==> src/rtl/matmul_sequencer_pkg.sv <==
// Shared widths for the matmul datapath and its run-time sequencer.
package matmul_sequencer_pkg;

    localparam int data_width  = 8;
    localparam int mem_depth   = 256;
    localparam int select      = 2;
    localparam int count_depth = 8;

    typedef logic [data_width-1:0]  word_t;
    typedef logic [select-1:0]      sel_t;
    typedef logic [count_depth-1:0] cnt_t;

endpackage

==> src/rtl/matmul_sequencer_tag_delay_line.sv <==
// Carries the (valid, row, col) tag of each MAC issue until its result
// is due; hold freezes every stage in place.
module tag_delay_line
    import matmul_sequencer_pkg::*;
#(
    parameter int DEPTH = 2,
    parameter int IW    = 2,
    parameter int JW    = 2
) (
    input  logic          clk,
    input  logic          reset,
    input  logic          hold_i,
    input  logic          valid_i,
    input  logic [IW-1:0] row_i,
    input  logic [JW-1:0] col_i,
    output logic          valid_o,
    output logic [IW-1:0] row_o,
    output logic [JW-1:0] col_o,
    output logic          pending_o
);

    localparam logic [DEPTH-1:0] TAIL = DEPTH'(1) << (DEPTH - 1);

    logic [DEPTH-1:0] valid_q;
    logic [IW-1:0]    row_q [DEPTH];
    logic [JW-1:0]    col_q [DEPTH];

    always_ff @(posedge clk) begin
        if (!reset) begin
            valid_q <= '0;
            for (int k = 0; k < DEPTH; k++) begin
                row_q[k] <= '0;
                col_q[k] <= '0;
            end
        end else if (!hold_i) begin
            valid_q[0] <= valid_i;
            row_q[0]   <= row_i;
            col_q[0]   <= col_i;
            for (int k = 1; k < DEPTH; k++) begin
                valid_q[k] <= valid_q[k-1];
                row_q[k]   <= row_q[k-1];
                col_q[k]   <= col_q[k-1];
            end
        end
    end

    assign valid_o   = valid_q[DEPTH-1];
    assign row_o     = row_q[DEPTH-1];
    assign col_o     = col_q[DEPTH-1];
    // Tail drains on the coming edge, so only earlier stages keep us busy.
    assign pending_o = |(valid_q & ~TAIL);

endmodule

==> src/rtl/matmul_sequencer.sv <==
// Job sequencer: loads the input bank from ROM, streams weights against
// each bank row, and writes MAC results to RAM with a start/busy/done handshake.
module matmul_sequencer
    import matmul_sequencer_pkg::*;
#(
    parameter int ADDR_W   = $clog2(mem_depth),
    parameter int ROWS     = 4,
    parameter int NCOL     = 4,
    parameter int SEL_W    = $clog2(ROWS),
    parameter int IN_BASE  = 0,
    parameter int W_BASE   = 4,
    parameter int OUT_BASE = 0,
    parameter int MAC_LAT  = 2,
    parameter int CNT_W    = count_depth
) (
    input  logic              clk,
    input  logic              reset,
    input  logic              enable,
    input  logic              start,
    output logic              busy,
    output logic              done,
    output logic [ADDR_W-1:0] rom_address,
    output logic              rom_rd_en,
    output logic              bank_load_en,
    output logic [SEL_W-1:0]  bank_select_line,
    output logic [SEL_W-1:0]  select_line,
    output logic              mac_en,
    output logic              ram_wr_en,
    output logic [ADDR_W-1:0] ram_address,
    output logic [CNT_W-1:0]  count
);

    localparam int COL_W = (NCOL > 1) ? $clog2(NCOL) : 1;

    typedef enum logic [2:0] {
        S_IDLE, S_LOAD, S_COMPUTE, S_FLUSH, S_DONE
    } state_e;

    state_e            state_q, state_d;
    logic [SEL_W-1:0]  row_q, row_d;
    logic [COL_W-1:0]  col_q, col_d;
    logic              iss_load_d, iss_mac_d, done_d;
    logic [ADDR_W-1:0] rom_addr_d, ram_addr_d;

    logic              s1_load_q, s1_mac_q;
    logic [SEL_W-1:0]  s1_row_q;
    logic [COL_W-1:0]  s1_col_q;

    logic              busy_q, done_q, rom_rd_q, bank_ld_q, mac_q, wr_q;
    logic [ADDR_W-1:0] rom_addr_q, ram_addr_q;
    logic [SEL_W-1:0]  bank_sel_q, sel_q;
    logic [CNT_W-1:0]  count_q;

    logic              dl_valid, dl_pending, accept;
    logic [SEL_W-1:0]  dl_row;
    logic [COL_W-1:0]  dl_col;

    assign accept = (state_q == S_IDLE) && start;

    always_comb begin
        state_d    = state_q;
        row_d      = row_q;
        col_d      = col_q;
        iss_load_d = 1'b0;
        iss_mac_d  = 1'b0;
        done_d     = 1'b0;
        rom_addr_d = rom_addr_q;
        unique case (state_q)
            S_IDLE: begin
                if (start) begin
                    state_d = S_LOAD;
                    row_d   = '0;
                    col_d   = '0;
                end
            end
            S_LOAD: begin
                iss_load_d = 1'b1;
                rom_addr_d = ADDR_W'(IN_BASE) + ADDR_W'(row_q);
                if (row_q == SEL_W'(ROWS - 1)) begin
                    row_d   = '0;
                    state_d = S_COMPUTE;
                end else begin
                    row_d = row_q + SEL_W'(1);
                end
            end
            S_COMPUTE: begin
                iss_mac_d  = 1'b1;
                rom_addr_d = ADDR_W'(W_BASE) + ADDR_W'(col_q);
                if (col_q == COL_W'(NCOL - 1)) begin
                    col_d = '0;
                    if (row_q == SEL_W'(ROWS - 1)) state_d = S_FLUSH;
                    else row_d = row_q + SEL_W'(1);
                end else begin
                    col_d = col_q + COL_W'(1);
                end
            end
            S_FLUSH: begin
                if (!s1_mac_q && !dl_pending) state_d = S_DONE;
            end
            S_DONE: begin
                done_d  = 1'b1;
                state_d = S_IDLE;
            end
            default: state_d = S_IDLE;
        endcase
    end

    tag_delay_line #(
        .DEPTH (MAC_LAT),
        .IW    (SEL_W),
        .JW    (COL_W)
    ) u_tags (
        .clk       (clk),
        .reset     (reset),
        .hold_i    (!enable),
        .valid_i   (s1_mac_q),
        .row_i     (s1_row_q),
        .col_i     (s1_col_q),
        .valid_o   (dl_valid),
        .row_o     (dl_row),
        .col_o     (dl_col),
        .pending_o (dl_pending)
    );

    assign ram_addr_d = ADDR_W'(OUT_BASE)
                      + ADDR_W'(dl_row) * ADDR_W'(NCOL)
                      + ADDR_W'(dl_col);

    always_ff @(posedge clk) begin
        if (!reset) begin
            state_q    <= S_IDLE;
            row_q      <= '0;
            col_q      <= '0;
            s1_load_q  <= 1'b0;
            s1_mac_q   <= 1'b0;
            s1_row_q   <= '0;
            s1_col_q   <= '0;
            busy_q     <= 1'b0;
            done_q     <= 1'b0;
            rom_rd_q   <= 1'b0;
            rom_addr_q <= '0;
            bank_ld_q  <= 1'b0;
            bank_sel_q <= '0;
            sel_q      <= '0;
            mac_q      <= 1'b0;
            wr_q       <= 1'b0;
            ram_addr_q <= '0;
            count_q    <= '0;
        end else begin
            // Strobes drop while frozen; everything else holds.
            rom_rd_q  <= 1'b0;
            bank_ld_q <= 1'b0;
            mac_q     <= 1'b0;
            wr_q      <= 1'b0;
            done_q    <= 1'b0;
            if (enable) begin
                state_q    <= state_d;
                row_q      <= row_d;
                col_q      <= col_d;
                s1_load_q  <= iss_load_d;
                s1_mac_q   <= iss_mac_d;
                s1_row_q   <= row_q;
                s1_col_q   <= col_q;
                busy_q     <= (state_q != S_IDLE);
                done_q     <= done_d;
                rom_rd_q   <= iss_load_d | iss_mac_d;
                rom_addr_q <= rom_addr_d;
                bank_ld_q  <= s1_load_q;
                mac_q      <= s1_mac_q;
                wr_q       <= dl_valid;
                if (s1_load_q) bank_sel_q <= s1_row_q;
                if (s1_mac_q) sel_q <= s1_row_q;
                if (dl_valid) ram_addr_q <= ram_addr_d;
                if (accept) begin
                    count_q <= '0;
                end else if (dl_valid && count_q != '1) begin
                    count_q <= count_q + CNT_W'(1);
                end
            end
        end
    end

    assign busy             = busy_q;
    assign done             = done_q;
    assign rom_address      = rom_addr_q;
    assign rom_rd_en        = rom_rd_q;
    assign bank_load_en     = bank_ld_q;
    assign bank_select_line = bank_sel_q;
    assign select_line      = sel_q;
    assign mac_en           = mac_q;
    assign ram_wr_en        = wr_q;
    assign ram_address      = ram_addr_q;
    assign count            = count_q;

endmodule

==> config.mk <==
export PLATFORM = sky130hd
export DESIGN_NAME = matmul_sequencer
export DESIGN_NICKNAME = d
export VERILOG_FILES = /design/src/rtl/matmul_sequencer_pkg.sv /design/src/rtl/matmul_sequencer_tag_delay_line.sv /design/src/rtl/matmul_sequencer.sv
export SDC_FILE = /design/constraint.sdc
export NUM_CORES = 1
export LEC_CHECK = 0
export BUFFER_PORTS_ARGS = -buffer_cell sky130_fd_sc_hd__buf_2
export CORE_ASPECT_RATIO = 2
export CORE_UTILIZATION = 54
export DETAILED_ROUTE_END_ITERATION = 10
export PLACE_DENSITY = 0.84
export SLEW_MARGIN = 15
export SYNTH_ARGS = -nofsm -noshare
export SYNTH_HDL_FRONTEND = slang
export SYNTH_SLANG_ARGS = --single-unit
export TNS_END_PERCENT = 50
==> constraint.sdc <==
create_clock -name clk -period 2.6 [get_ports clk]
set_input_delay 0.39 -clock clk [delete_from_list [all_inputs] [get_ports clk]]
set_output_delay 0.39 -clock clk [all_outputs]
set_load 0.05 [all_outputs]
==> results of run 1 <==
[state kept, by name (all words and copies together), names as in the netlist]
signal and count:
count 8, ram_address 4, u_tags.col_q 4, u_tags.row_q 4, rom_address 3, state_q 3
bank_select_line 2, col_q 2, row_q 2, s1_col_q 2, s1_row_q 2, select_line 2
u_tags.valid_q 2, bank_load_en 1, busy 1, done 1, mac_en 1, ram_wr_en 1
rom_rd_en 1, s1_load_q 1, s1_mac_q 1
[power breakdown]
group	switching [mW]	internal, mW	total (mW)
logic	0.0888	0.0236	0.112
registers	0.00912	0.767	0.776
clock network	0.246	0.442	0.688
[layout by cell type, fill, tap and decap left out, drive strengths merged, types with 2 or more instances in the layout]
master   n
buf     30
bufinv   2
nor4     2
nor2    21
o211ai   3
clkbuf   6
a21oi   15
a31oi    5
nor3b    2
and3     8
mux2i   10
conb     9
nand3   16
or2      2
nor3     9
ha       3
dfxtp   40
nand2   28
o31ai    2
and2     4
inv      4
edfxtp   8
nand2b   2
a211oi   3
o21ai    8
[kinds of logic (layout without fill, tap and decap cells)]
logic type,after synthesis,count (layout),synth area share
AO/OA/AOI/OAI,44,44,0.1341
XOR/XNOR,1,1,0.004230
adder cells (fa/ha/maj),3,3,0.01813
buffers and inverters,25,42,0.06344
flip-flops,48,48,0.5027
multiplexers,10,10,0.04834
other,1,9,0.001811
AND/OR/NAND/NOR,98,98,0.2272
[critical path, stage by stage (launching register included)]
cell,delay (ns)
dfxtp_1,0.36
ha_1,0.25
or3b_1,0.36
a211o_1,0.32
or4b_1,0.47
a21oi_1,0.14
[layout make-up]
cell class,count,area (µm²),area share
Sequential cell,48,1041,0.4421
Multi-Input combinational cell,165,928.4,0.3943
Timing Repair Buffer,30,155.1,0.06589
Clock buffer,6,93.84,0.03985
Tap cell,49,61.31,0.02604
Clock inverter,2,60.06,0.02550
Inverter,4,15.01,0.006376
[stage by stage]
stage / worst slack [ns] / instances
after floorplan: 0.7598 / 238
after global placement: 0.7003 / 296
after detailed placement: 0.6462 / 296
after CTS: 0.6259 / 304
after global routing: 0.5347 / 304
final: 0.6194 / 304
[how the worst min path moves through the flow]
stage | startpoint | endpoint | slack (ns) | cells after the start
after global routing | enable | rom_rd_en | 0.46 | 3
after CTS | enable | rom_rd_en | 0.44 | 3
after global placement | bank_select_line[1] | bank_select_line[1] | 0.44 | 2
after floorplan | s1_col_q[0] | s1_col_q[0] | 0.45 | 2
final | enable | rom_rd_en | 0.45 | 3
after detailed placement | ram_address[1] | ram_address[1] | 0.44 | 2
[per-layer routing]
layer	wire [µm]	up-vias	GRT usage	part of all wire
met1	1600	804	0.2481	0.37
met2	2412	51	0.4169	0.56
met3	153	10	0.04200	0.036
met5	0	-	0	0
met4	107	0	0.1150	0.025
li1	-	847	-	-
==> metrics, run 1 <==
Synth Area per Inst=9.003 µm²; clock sinks=48; CTS clk-pin slew, worst paths=~0.09 ns; Hold Buf Count CTS=0; CP endpoint=row_q[1]; Total Power=~1.6 mW; clock buffer depth=2; Syn Std Cell Area=approximately 2100 µm²; antenna violations before repair=0; setup total negative slack=0 ns; Clock Latency Late Sink=roughly 0.30 ns; Ports=38; CTS H-tree depth=2; HPWL Detailed=3029 µm; Slew Limit Fails=0; status=complete, no violations; drt drc=0; # setup viols final=0; cell count after synthesis=230; root buffer cell=clkbuf_8; Routed Antenna Nets=0; pwr dens=about 670 nW/µm²; Max IR drop VDD=approximately 0.65 mV; crit share post-route=0.7618; Buffers on Ports=28; gp weighted congestion=around 0.9; Max Fclk=between 500 and 600 MHz; worst r2r dst=row_q[1]; Hold Slack=about 0.45 ns; Final Hold Vio Count=0; n_diodes=0; buffers inserted by post-CTS timing repair=0; final net count=~260; Seq/Total Area, Yosys=0.5027; grt total ovfl=0; gr usage total=0.2320; Max-Cap Viols=0; WL final=around 4300 µm; unrepaired setup endpoints after global routing=no; slew margin rel.=0.6136; Critical Path Fanout Max=5; Final Core Density=0.6458; Worst Reg-to-Reg Cells=5; CORE AREA=approximately 3600 µm²; vias in the first global route=1550; r2r startpoint=row_q[0]; DP Area=2201 µm²; Top FF cell, synth=dfxtp_1; R2R Setup Slk=between 0.6 and 0.7 ns; Initial Util=0.5679; Synth Register Bits=48; drt first-iter violations=45; Synth Warn #=0; Worst setup SP type=flip-flop; via count=approximately 1700; worst hold-check path type=primary input to flip-flop; EDFF count, synth=8; Leakage=a little under 1 nW; main area contributors after synthesis=dfxtp_1, edfxtp_1, nand2_1; drt via density=around 5.6; crit path from=row_q[0]; area delta synth->final=13.72%; slew of the pin with the lowest slew margin=around 0.58 ns; num rows=31; Post-synth ARST share=0; average wire per standard cell=approximately 14 µm; top-area cell type share of the netlist area=0.3867; number of fillers in the final layout=~330; first-pass GRT wire length=between 6000 and 7000 µm; post-route cell area=between 2000 and 2500 µm²; WS Path Type=flip-flop to flip-flop; data required time of the worst path=roughly 2.8 ns; commonest cells in the synthesized netlist=dfxtp_1, nand2_1, nor2_1; most common cell in the netlist=dfxtp_1; Die Y=approximately 90 µm; Worst Path Arrival=2.21 ns; crit path capture type=flip-flop; clk_skew=0.005623 ns; # resized after CTS=0; largest net degree at the start of global routing=29; largest area contributor in the netlist=dfxtp_1; Pre-antenna DRT Iters=4; TritonCTS clock tree=built; total CTS buffers=5; distinct cell type count of the synthesized netlist=between 40 and 50; Die ar.=4101 µm²; fin crit period=1.981 ns; share of layout cells above drive strength 1=0.1686; Die X=between 40 and 50 µm
No activity file was read; power rests on OpenSTA's default activity.
==> run 2: changes to the inputs <==
clock period = 1.94 ns   (was 2.6 ns; I/O delays follow)
==> metrics, run 2 (synthesized netlist as in run 1, its figures left out) <==
clock sinks=48; vias in the first global route=1589; TritonCTS clock tree=built; most frequent cells in the layout=dfxtp_1, nand2_1, buf_2; average wire per standard cell=about 14 µm; WL final=between 4000 and 5000 µm; worst hold-check path type=primary input to flip-flop; CORE AREA=roughly 3600 µm²; largest net degree at the start of global routing=26; Max-Cap Viols=0; Pre-antenna DRT Iters=4; Die Y=between 80 and 90 µm; Max stage delay cell, worst path=or4b_1; clock power share=0.362; Ports=38; status=complete, no violations; WS Path Type=flip-flop to flip-flop; Initial Util=0.5679; DP Cell Count=303; drt first-iter violations=34; Place WS=0.002695 ns; max reg flops=8; Clock Latency Late Sink=approximately 0.30 ns; combinational power share=0.087; Die ar.=approximately 4000 µm²; setup total negative slack=0 ns; fin crit period=1.876 ns; grt total ovfl=0; slew margin rel.=0.6179; pwr dens=approximately 790 nW/µm²; Multi-input gate area=937.1 µm²; Routed Antenna Nets=0; gr usage total=0.2308; Max Fclk=533.1 MHz; slew of the pin with the lowest slew margin=between 0.5 and 0.6 ns; Net Sw Frac=0.2531; first-pass GRT wire length=roughly 6900 µm; # setup viols final=0; area delta synth->final=15.05%; CP top delay family=simple AND/OR/NAND/NOR gates; clk_skew=about 0.0098 ns; final net count=approximately 270; Max IR drop VDD=roughly 0.54 mV; crit share post-route=0.9670; num rows=31; CP Buf/Inv Count=0; register area=1044 µm²; Pint=~1.4 mW; number of fillers in the final layout=339; drt drc=0; DP Area=roughly 2300 µm²; Slew Limit Fails=0; leading cell type in the layout, fill and taps excluded=dfxtp_1; Final Core Density=0.6534; Leakage=about 1.0 nW; crit-path cells=ha_2 -> or3b_1 -> a211o_1 -> or4b_1 -> a21oi_2; crit path capture type=flip-flop; Die X=between 40 and 50 µm; Buffers on Ports=28; gp weighted congestion=about 0.90; drt via density=between 5 and 6; Critical Path Fanout Max=4; Sw Pwr=between 400 and 500 µW; data required time of the worst path=2.17 ns; via count=around 1700; total CTS buffers=5; CTS H-tree depth=2; Worst Path Arrival=roughly 2.1 ns; unrepaired setup endpoints after global routing=no; Worst setup SP type=flip-flop; post-route cell area=2382 µm²; Critical Path Max Stage Delay=between 0.4 and 0.5 ns; clock buffer depth=2; root buffer cell=clkbuf_8; antenna violations before repair=0; Reg power frac=0.551; CTS clk-pin slew, worst paths=~0.090 ns; HPWL Detailed=between 3000 and 4000 µm; Final Non-Filler Cells=between 300 and 400; Final Hold Vio Count=0; Final WS setup=0.06402 ns; Hold Buf Count CTS=0; share of layout cells above drive strength 1=0.2129; n_diodes=0
run 2: area by class of cell:
type | count | area share
inverter | 4 | 0.006303
multi-input combinational | 165 | 0.3934
clock inverter | 2 | 0.006828
sequential | 48 | 0.4380
clock buffer | 6 | 0.03939
timing repair buffer | 38 | 0.09034
tap | 49 | 0.02574
run 2: timing repair:
item                                    4_1_cts  5_1_grt
gates resized for setup                       2        3
pin swaps                                     0        1
endpoints found under the hold margin         0        0
endpoints found under the setup margin        1        1
setup buffers                                 0        1
run 2: routing by layer:
layer	GRT usage	part of all wire
met1	0.2276	0.37
met2	0.4338	0.58
met3	0.04200	0.032
met4	0.1150	0.023
met5	0	0
run 2: path summary, 6_finish.rpt:
check / slack, ns / to / depth (start not counted) / start
max: 0.06 / row_q[1] / 5 / col_q[1]
min: 0.25 / u_tags.valid_q[1] / 3 / reset
max reg2reg: 0.06 / row_q[1] / 5 / col_q[1]
min reg2reg: 0.45 / bank_select_line[1] / 2 / bank_select_line[1]
run 2: worst register-to-register path: cells and delay by family, from the launching register on:
kind	cells	cell delay (ns)
AND/OR/NAND/NOR	2	0.84
AO/OA/AOI/OAI	2	0.41
flip-flops	1	0.36
adder cells (fa/ha/maj)	1	0.20
run 2: stage by stage:
step           hold slack (ns)  total power, mW
2_1_floorplan           0.4173            1.195
3_3_place_gp            0.4381            1.214
3_5_place_dp            0.4446            1.217
4_1_cts                 0.2481            1.894
5_1_grt                 0.2455            1.957
6_report                0.2545            1.878
run 2: power groups by stage:
| stage | Clock (mW) | Combinational [mW] | Sequential [mW] |
|---|---|---|---|
| floorplan | 0 | 0.121 | 1.07 |
| global route | 0.744 | 0.176 | 1.04 |
| CTS | 0.699 | 0.160 | 1.03 |
| detailed placement | 0 | 0.160 | 1.06 |
| global placement | 0 | 0.157 | 1.06 |
| finish | 0.681 | 0.163 | 1.03 |
==> run 3: changes to the inputs <==
SETUP_SLACK_MARGIN = 0.4   (was unset)
==> metrics, run 3 (synthesized netlist as in run 1, its figures left out) <==
Final WS setup=around 0.093 ns; R2R Setup Slk=0.09 ns; Max stage delay cell, worst path=or4b_1; unrepaired setup endpoints after global routing=yes; status=complete, no violations; final net count=between 200 and 300; clk_skew=0.005271 ns; CTS clk-pin slew, worst paths=0.09 ns; Max Fclk=approximately 540 MHz; Pre-antenna DRT Iters=4; Die ar.=between 4000 and 5000 µm²; Final Core Density=0.6651; slew margin rel.=0.6514; Initial Util=0.5679; fin crit period=1.847 ns; min-delay src=reset; n_diodes=0; Max-Cap Viols=0; Routed Antenna Nets=0; DP Cell Count=around 300; Buffers on Ports=28; crit share post-route=0.9521; clock buffer depth=2; most frequent cells in the layout=nand2_1, dfxtp_1, buf_2; area delta synth->final=17.10%; gp weighted congestion=between 0.8 and 0.9; worst r2r dst=row_q[1]; gr usage total=0.2417; Clock Latency Late Sink=around 0.3 ns; setup total negative slack=0 ns; crit path from=row_q[0]; Final Non-Filler Cells=310; r2r startpoint=row_q[0]; root buffer cell=clkbuf_8; crit-path cells=ha_4 -> or3b_1 -> a211o_1 -> or4b_1 -> a21oi_1; clock sinks=between 40 and 50; num rows=31; Critical Path Max Stage Delay=between 0.4 and 0.5 ns; CORE AREA=~3600 µm²; largest net degree at the start of global routing=25; slew of the pin with the lowest slew margin=0.5189 ns; Place WS=approximately 0.11 ns; data required time of the worst path=between 2 and 2.5 ns; Slew Limit Fails=0; crit path capture type=flip-flop; share of layout cells above drive strength 1=0.2644; HPWL Detailed=around 3400 µm; Worst Reg-to-Reg Cells=5; CTS H-tree depth=2; via count=between 1500 and 2000; Die X=around 46 µm; Leakage=between 1 and 1.5 nW; Die Y=about 90 µm; Hold Path Depth=3; grt total ovfl=0; max reg flops=8; WS Path Type=flip-flop to flip-flop; vias in the first global route=~1600; average wire per standard cell=between 15 and 20 µm; Hold Path Sink=u_tags.valid_q[1]; Ports=38; drt first-iter violations=57; total CTS buffers=5; pwr dens=just under 800 nW/µm²; worst hold-check path type=primary input to flip-flop; antenna violations before repair=0; # setup viols final=0; Max IR drop VDD=roughly 0.76 mV; drt via density=roughly 6; Final Hold Vio Count=0; drt drc=0; WL final=about 4800 µm; Critical Path Fanout Max=5; Worst setup SP type=flip-flop; TritonCTS clock tree=built; first-pass GRT wire length=a little over 7000 µm; Worst Path Arrival=~2.1 ns
## run 3: how the worst max path moves through the flow
stage                          end
after floorplan           row_q[1]
after global placement    row_q[1]
after detailed placement  row_q[1]
after CTS                 row_q[1]
after global routing      row_q[1]
final                     row_q[1]
## run 3: power breakdown
group / internal (mW) / total (mW) / switching, mW
Combinational: 0.0379 / 0.163 / 0.126
Sequential: 1.03 / 1.03 / 0.00904
Clock: 0.381 / 0.713 / 0.332
Total: 1.45 / 1.91 / 0.466
## run 3: through the flow
stage | cell area, µm² | hold slack, ns | power (mW)
global route | 2425 | 0.3132 | 1.970
CTS | 2389 | 0.2649 | 1.920
global placement | 2277 | 0.4384 | 1.214
detailed placement | 2277 | 0.4458 | 1.217
finish | 2425 | 0.2744 | 1.911
floorplan | 2140 | 0.4173 | 1.195
## run 3: repair_timing
item,4_1_cts,5_1_grt
buffers inserted,0,1
hold buffers,0,0
gates resized for setup,0,8
endpoints found under the setup margin,3,14
endpoints found under the hold margin,0,0
## run 3: layer usage
layer | vias to the layer above | part of all wire | track usage | wire length (µm)
li1 | 861 | - | - | -
met1 | 860 | 0.34 | 0.2164 | 1598
met2 | 70 | 0.58 | 0.4714 | 2749
met3 | 18 | 0.040 | 0.04200 | 190
met4 | 0 | 0.045 | 0.1337 | 215
met5 | - | 0 | 0 | 0
## run 3: final cells by class
| type | count | area, µm² |
|---|---|---|
| tap | 49 | 61.31 |
| fill | 317 | 1221 |
| inverter | 4 | 15.01 |
| multi-input combinational | 165 | 978.4 |
| sequential | 48 | 1059 |
| clock buffer | 5 | 68.82 |
| timing repair buffer | 36 | 200.2 |
| clock inverter | 3 | 42.54 |
## run 3: critical path, delay by kind of cell (launching register included)
family | cells | cell delay, ns
simple gates | 2 | 0.83
compound gates | 2 | 0.42
flops | 1 | 0.36
fa+ha+maj | 1 | 0.17
